`src/rtl/bcd_pkg.sv`:
```
`default_nettype none
// ============================================================================
//  Module      : bcd_pkg
//  Description : Shared constants and types for the decimal-to-BCD encoder.
//  Revision    : 1.0 - initial release
// ============================================================================
package bcd_pkg;

    localparam int DEC_LINES = 10;
    localparam int BCD_W     = 4;

    typedef logic [BCD_W-1:0] bcd_digit_t;

    localparam bcd_digit_t BCD_ZERO = '0;

endpackage : bcd_pkg
`default_nettype wire

```
`src/rtl/bcd_encoder_onehot_check.sv`:
```
`default_nettype none
// ============================================================================
//  Module      : onehot_check
//  Description : Flags an all-zero or multi-hot decimal input vector.
//  Revision    : 1.0 - initial release
// ============================================================================
module onehot_check
    import bcd_pkg::*;
(
    input  logic [DEC_LINES-1:0] i_lines,
    output logic                 is_zero,
    output logic                 is_multi
);

    logic [DEC_LINES-1:0] w_low_cleared;

    // Clearing the lowest set bit leaves something only if two or more bits were set.
    assign w_low_cleared = i_lines & (i_lines - DEC_LINES'(1));
    assign is_zero       = ~|i_lines;
    assign is_multi      = |w_low_cleared;

endmodule : onehot_check
`default_nettype wire

```
`src/rtl/bcd_encoder.sv`:
```
`default_nettype none
// ============================================================================
//  Module      : bcd_encoder
//  Description : Registered 10-line decimal to BCD priority encoder with
//                valid / malformed-input status flags.
//  Revision    : 1.0 - initial release
// ============================================================================
module bcd_encoder
    import bcd_pkg::*;
#(
    parameter int HIGH_PRIORITY = 1
) (
    input  logic                 clk,
    input  logic                 rst,
    input  logic                 en,
    input  logic [DEC_LINES-1:0] cin,
    output bcd_digit_t           cout,
    output logic                 valid,
    output logic                 err
);

    bcd_digit_t w_code;
    logic       w_is_zero;
    logic       w_is_multi;

    bcd_digit_t r_cout;
    logic       r_valid;
    logic       r_err;

    onehot_check u_onehot_check (
        .i_lines  (cin),
        .is_zero  (w_is_zero),
        .is_multi (w_is_multi)
    );

    // Later loop iterations overwrite earlier ones, so scan order sets the winner.
    generate
        if (HIGH_PRIORITY != 0) begin : g_high_priority
            always_comb begin
                w_code = BCD_ZERO;
                for (int i = 0; i < DEC_LINES; i++) begin
                    if (cin[i]) w_code = BCD_W'(i);
                end
            end
        end else begin : g_low_priority
            always_comb begin
                w_code = BCD_ZERO;
                for (int i = DEC_LINES - 1; i >= 0; i--) begin
                    if (cin[i]) w_code = BCD_W'(i);
                end
            end
        end
    endgenerate

    always_ff @(posedge clk) begin
        if (rst) begin
            r_cout  <= BCD_ZERO;
            r_valid <= 1'b0;
            r_err   <= 1'b0;
        end else if (en) begin
            r_cout  <= w_code;
            r_valid <= ~w_is_zero;
            r_err   <= w_is_zero | w_is_multi;
        end else begin
            r_cout  <= BCD_ZERO;
            r_valid <= 1'b0;
            r_err   <= 1'b0;
        end
    end

    assign cout  = r_cout;
    assign valid = r_valid;
    assign err   = r_err;

endmodule : bcd_encoder
`default_nettype wire

```
`config.mk`:
```
export PLATFORM = sky130hd
export DESIGN_NAME = bcd_encoder
export DESIGN_NICKNAME = d
export VERILOG_FILES = /design/src/rtl/bcd_pkg.sv /design/src/rtl/bcd_encoder_onehot_check.sv /design/src/rtl/bcd_encoder.sv
export SDC_FILE = /design/constraint.sdc
export NUM_CORES = 1
export LEC_CHECK = 0
export ABC_AREA = 0
export CORE_AREA = 2 2 39 41
export CTS_CLUSTER_SIZE = 25
export DETAILED_ROUTE_END_ITERATION = 16
export DIE_AREA = 0 0 41 43
export HOLD_SLACK_MARGIN = 0.03
export PLACE_DENSITY = 0.61
export SLEW_MARGIN = 0
export SYNTH_ARGS = -nofsm -noshare
export SYNTH_HDL_FRONTEND = slang
export SYNTH_SLANG_ARGS = --single-unit
```
`constraint.sdc`:
```
create_clock -name clk -period 1.4 [get_ports clk]
set_clock_uncertainty 0.2 [all_clocks]
set_input_delay 0.21 -clock clk [delete_from_list [all_inputs] [get_ports clk]]
set_output_delay 0.21 -clock clk [all_outputs]
set_load 0.005 [all_outputs]
```
Word-level counts from Yosys, hierarchy flattened
Cells that the tools add are included.

storage, ports and cells
  register bits = 6
  input port bits = 13
  output and inout port bits = 6

cells by class
  $add $sub $neg = 1
  mux-type cells = 9
  bitwise logic cells = 3
  reduce and logical (&&, ||, !) cells = 5

operators by type and width
  operator                                                               count
  4-bit 2-to-1 mux                                                       8
  10-bit OR reduction                                                    2
  10-bit bitwise AND                                                     1
  10-bit by 1-bit subtractor with 10-bit output (second input constant)  1
  4-bit OR reduction                                                     1
  2-bit OR reduction                                                     1
  1-bit logical NOT                                                      1
  1-bit 2-to-1 mux                                                       1
  1-bit inverter                                                         1
  1-bit OR                                                               1

Longest topological paths before layout
Gate-level depths: netlist (run 1).

  word-level depth = 9
  mapped depth = 5
  depth with buffers taken out = 5

Hierarchy
Synthesis (run 1) repeated with hierarchy kept, for this count alone.

unflattened totals
  cells, all modules = 39
  area total of the unflattened synthesis = 321.6 µm²

by module, submodules not included
  module        times used  cells an instance  area an instance (µm²)  seq. area each (µm²)
  bcd_encoder   1           24                 227.7                   120.1
  onehot_check  1           15                 93.8                    0.0

Worst setup path after synthesis (run 1)
Ideal clock, no wire load.

  kind = input-to-reg
  start point = in cin[0]
  end point = reg r_err (netlist: err)
  setup time = 0.125 ns
  arrival time = 0.925 ns
  setup slack = 0.150 ns
  stages on the path = 5
  path buffers = 0
  cells stage by stage = nor3_2 -> nand2_2 -> o21a_1 -> a2111oi_2 -> o21ai_1

on the way
  cells in the longest elaborated chain, start to end = 4
  elaborated cells on any way between the ends = 6
  those cells by class = 1 x add/sub; 2 x bitwise; 3 x reduce/logical

ends and longest elaborated chain
  element                                        RTL line                        source
  start: declaration                             bcd_encoder.sv:16               input logic [DEC_LINES-1:0] cin,
  10-bit by 1-bit subtractor with 10-bit output  bcd_encoder_onehot_check.sv:18  assign w_low_cleared = i_lines & (i_lines - DEC_LINES'(1));
  10-bit bitwise AND                             bcd_encoder_onehot_check.sv:18
  10-bit OR reduction                            bcd_encoder_onehot_check.sv:20  assign is_multi = |w_low_cleared;
  1-bit OR *                                     bcd_encoder.sv:63               r_err <= w_is_zero | w_is_multi;
  end signal: assignment                         bcd_encoder.sv:63
  end: declaration                               bcd_encoder.sv:28               logic r_err;

Every way passes the cells marked *; elsewhere a longest branch is shown, timed or not.
A chain may end at the register's enable or synchronous reset.

Final worst setup path (run 1)
  start point = in cin[8]
  end point = reg r_err (netlist: err)

The elaborated chain is that of the path after synthesis.

==> impl_metrics.csv, run 1 <==
group,metric,value,unit
detailed_routing,drtIter0Drc,1,
job,cap_viol_max_count,0,
placed_design,dp_hpwl,747,um
finish,diodes,0,
power,power,0.000476,W
setup_path,arrival,1260,ps
detailed_routing,vias_per_cell,4.57,
finish,fin_cells,95,
finish,finalNetCount,94,
run_status,status,"complete, no violations",
placed_design,dp.cells,91,
timing,tns,0,ps
detailed_routing,drc,0,
timing,final-max-slew-violation-count,0,
timing,rsz0062_at_grt,"false",
power,p_per_area,669,nW/um^2
min_path,min_path_type,"in -> reg",
logic_synthesis,avgSynthCellArea,8.51,sq um
placed_design,routabilityCongestion,0.784,
global_route,antenna_found_initial,0,
timing,slew_headroom,77.7,%
finish,area_delta_synth_final,109,%
detailed_routing,wire_per_inst,9.74,um
timing,period_needed,1330,ps
logic_synthesis,synth_seq_cells,6,
finish,drive_gt1_share,40.5,%
floorplanning,fp.dieW,41,um
global_route,grt_pass1_vias,408,
floorplanning,fp-row-count,14,
detailed_routing,vias,434,
logic_synthesis,yosysUniqueCellTypes,23,
floorplanning,ios,19,
setup_path,worst_setup_path_start_kind,"input pin",
setup_path,crit_path_end_kind,"register",
logic_synthesis,ys_seq_area_share,35.3,%
placed_design,dpl_cell_area,668,sq um
timing,tightest_slew,333,ps
logic_synthesis,yosys_warnings,0,
setup_path,crit_start,"cin[8]",
logic_synthesis,synth_area,340,sq um
floorplanning,placeableCoreArea,1380,sq um
clock_tree,htreeDepth,1,
timing,fin_crit_sh,95.3,%
clock_tree,cts_tree,"yes",
global_route,grtUsageTotal,13.8,%
placed_design,portBuffers,18,
power,ir_drop,186,uV
finish,post-route-cell-area,711,sq um
logic_synthesis,netlist_instances,40,
detailed_routing,firstDrtPassIters,2,
detailed_routing,wl,925,um
power,p_leak,0.335,nW
setup_path,cp.required,1320,ps
clock_tree,clk_pin_slew_worst_paths,40,ps
clock_tree,ctsHoldBuffers,0,
global_route,grt_pass1_wl,1640,um
setup_path,critPathCapture,"err",
floorplanning,initial_core_util,24.6,%
clock_tree,cts-root-buf,"clkbuf_4",
detailed_routing,final_antenna_net_count,0,
clock_tree,clockBufferDepth,2,
timing,setup_viol,0,
global_route,grt_max_degree,7,
clock_tree,cts_sinks,6,
setup_path,worstSetupPathType,"in -> reg",
setup_path,critical_path.max_fanout,2,
timing,max_clock_freq,750,MHz
logic_synthesis,syn-num-nets,53,
clock_tree,cts_made_buffers,3,
floorplanning,die_area,1760,sq um
timing,hold_viol,0,
floorplanning,die_y,43,um
global_route,grt-ovfl-total,0,
## per-stage QoR
stage | worst slack, ps | hold slack, ps | util [%]
2_1_floorplan | 150 | 139 | -
3_3_place_gp | -420 | 710 | 48.3
3_5_place_dp | -454 | 710 | 48.3
4_1_cts | 11.3 | 282 | 51.5
5_1_grt | 4.73 | 168 | 51.4
6_report | 66.1 | 142 | 51.4
## cells in the final DEF, fill, tap and decap left out, types with 2 or more instances in the layout
cell             synthesis  final
a21oi_1                  5      5
dlygate4sd2_1            0     11
inv_1                    3      3
o21ai_1                  1      2
clkdlybuf4s50_1          0      4
clkbuf_4                 0      3
nor3_2                   1      2
nor2_1                   4      3
o21bai_1                 2      2
buf_6                    0      2
buf_4                    0     16
clkbuf_2                 0      2
dfxtp_1                  6      6
## synth_stat cells (all sizes together)
master   n  area share (%)
nand2    1             1.8
a2111oi  1             4.4
a21boi   1             2.2
nor2b    1             1.8
o21bai   2             4.4
nor4     2             5.5
xor2     1             2.6
inv      3             3.3
nand2b   1             1.8
a21o     1             2.6
o21a     1             2.2
o21ai    3             4.4
nor2     5             7.7
o31a     1             2.6
nor3     3             5.9
o22ai    1             1.8
dfxtp    6              35
a211oi   1             2.2
a21oi    5             7.4
## registers in the layout, indices dropped and copies added, names as in the netlist
register	flops
cout	4
err	1
valid	1
## worst min-delay path by stage
stage	start	to	slack, ps	cells after the start
final	cin[1]	err	140	4
after floorplan	cin[9]	cout[0]	140	2
after global routing	cin[1]	err	170	4
after CTS	cin[1]	err	280	4
after detailed placement	cout[0]	cout[0]	710	1
after global placement	cout[0]	cout[0]	710	1
## final cells by class
class                      count  area, sq um
multi-input combinational     31          243
inverter                       3         11.3
timing repair buffer          36          294
fill                         151          673
tap                           16         20.0
sequential                     6          120
clock buffer                   3         22.5
## repair_timing
action / in CTS / in global routing
cloned: 0 / 0
endpoints found under the setup margin: 9 / 1
resized for setup: 21 / 8
setup buffers: 1 / 0
pin swaps: 6 / 4
## cells by family (layout without fill, tap and decap cells)
logic type,count (synthesis),in the layout,share of synthesized area (%)
compound gates,17,17,34.2
simple gates,13,13,24.6
flops,6,6,35.3
buf+inv,3,42,3.31
xor+xnor,1,1,2.57
## critical path, cell delays in order
cell and delay [ps]:
clkdlybuf4s50_1 440, nor2_2 140, inv_1 90, a2111oi_4 270, o21ai_1 110
## routing by layer
layer	vias up	part of all wire, %	wire, um	track usage (%)
li1	224	-	-	-
met1	194	38	348	16.2
met2	14	55	506	21.6
met3	2	6.2	57	1.57
met4	0	1.4	13	10.0
met5	-	0	0	0
## power by group
part	internal, W	switching, W	total (W)
Combinational	0.0000795	0.0000577	0.000137
Clock	0.0000968	0.0000598	0.000157
Sequential	0.000180	0.00000143	0.000182
Total	0.000357	0.000119	0.000476
Power figures use the tool's default switching activity.
==> inputs of run 2 (changes only) <==
Settings changed: TNS_END_PERCENT from default to 100.
==> results of run 2 <==
Same layout as run 1: the final DEF is identical, and so are final timing and power.
==> inputs of run 3 (changes only) <==
Settings changed: ABC_CLOCK_PERIOD_IN_PS from default to 1400, REMOVE_ABC_BUFFERS from default to 1.
==> results of run 3 <==
Same layout as run 1: the final DEF is identical, and so are final timing and power.
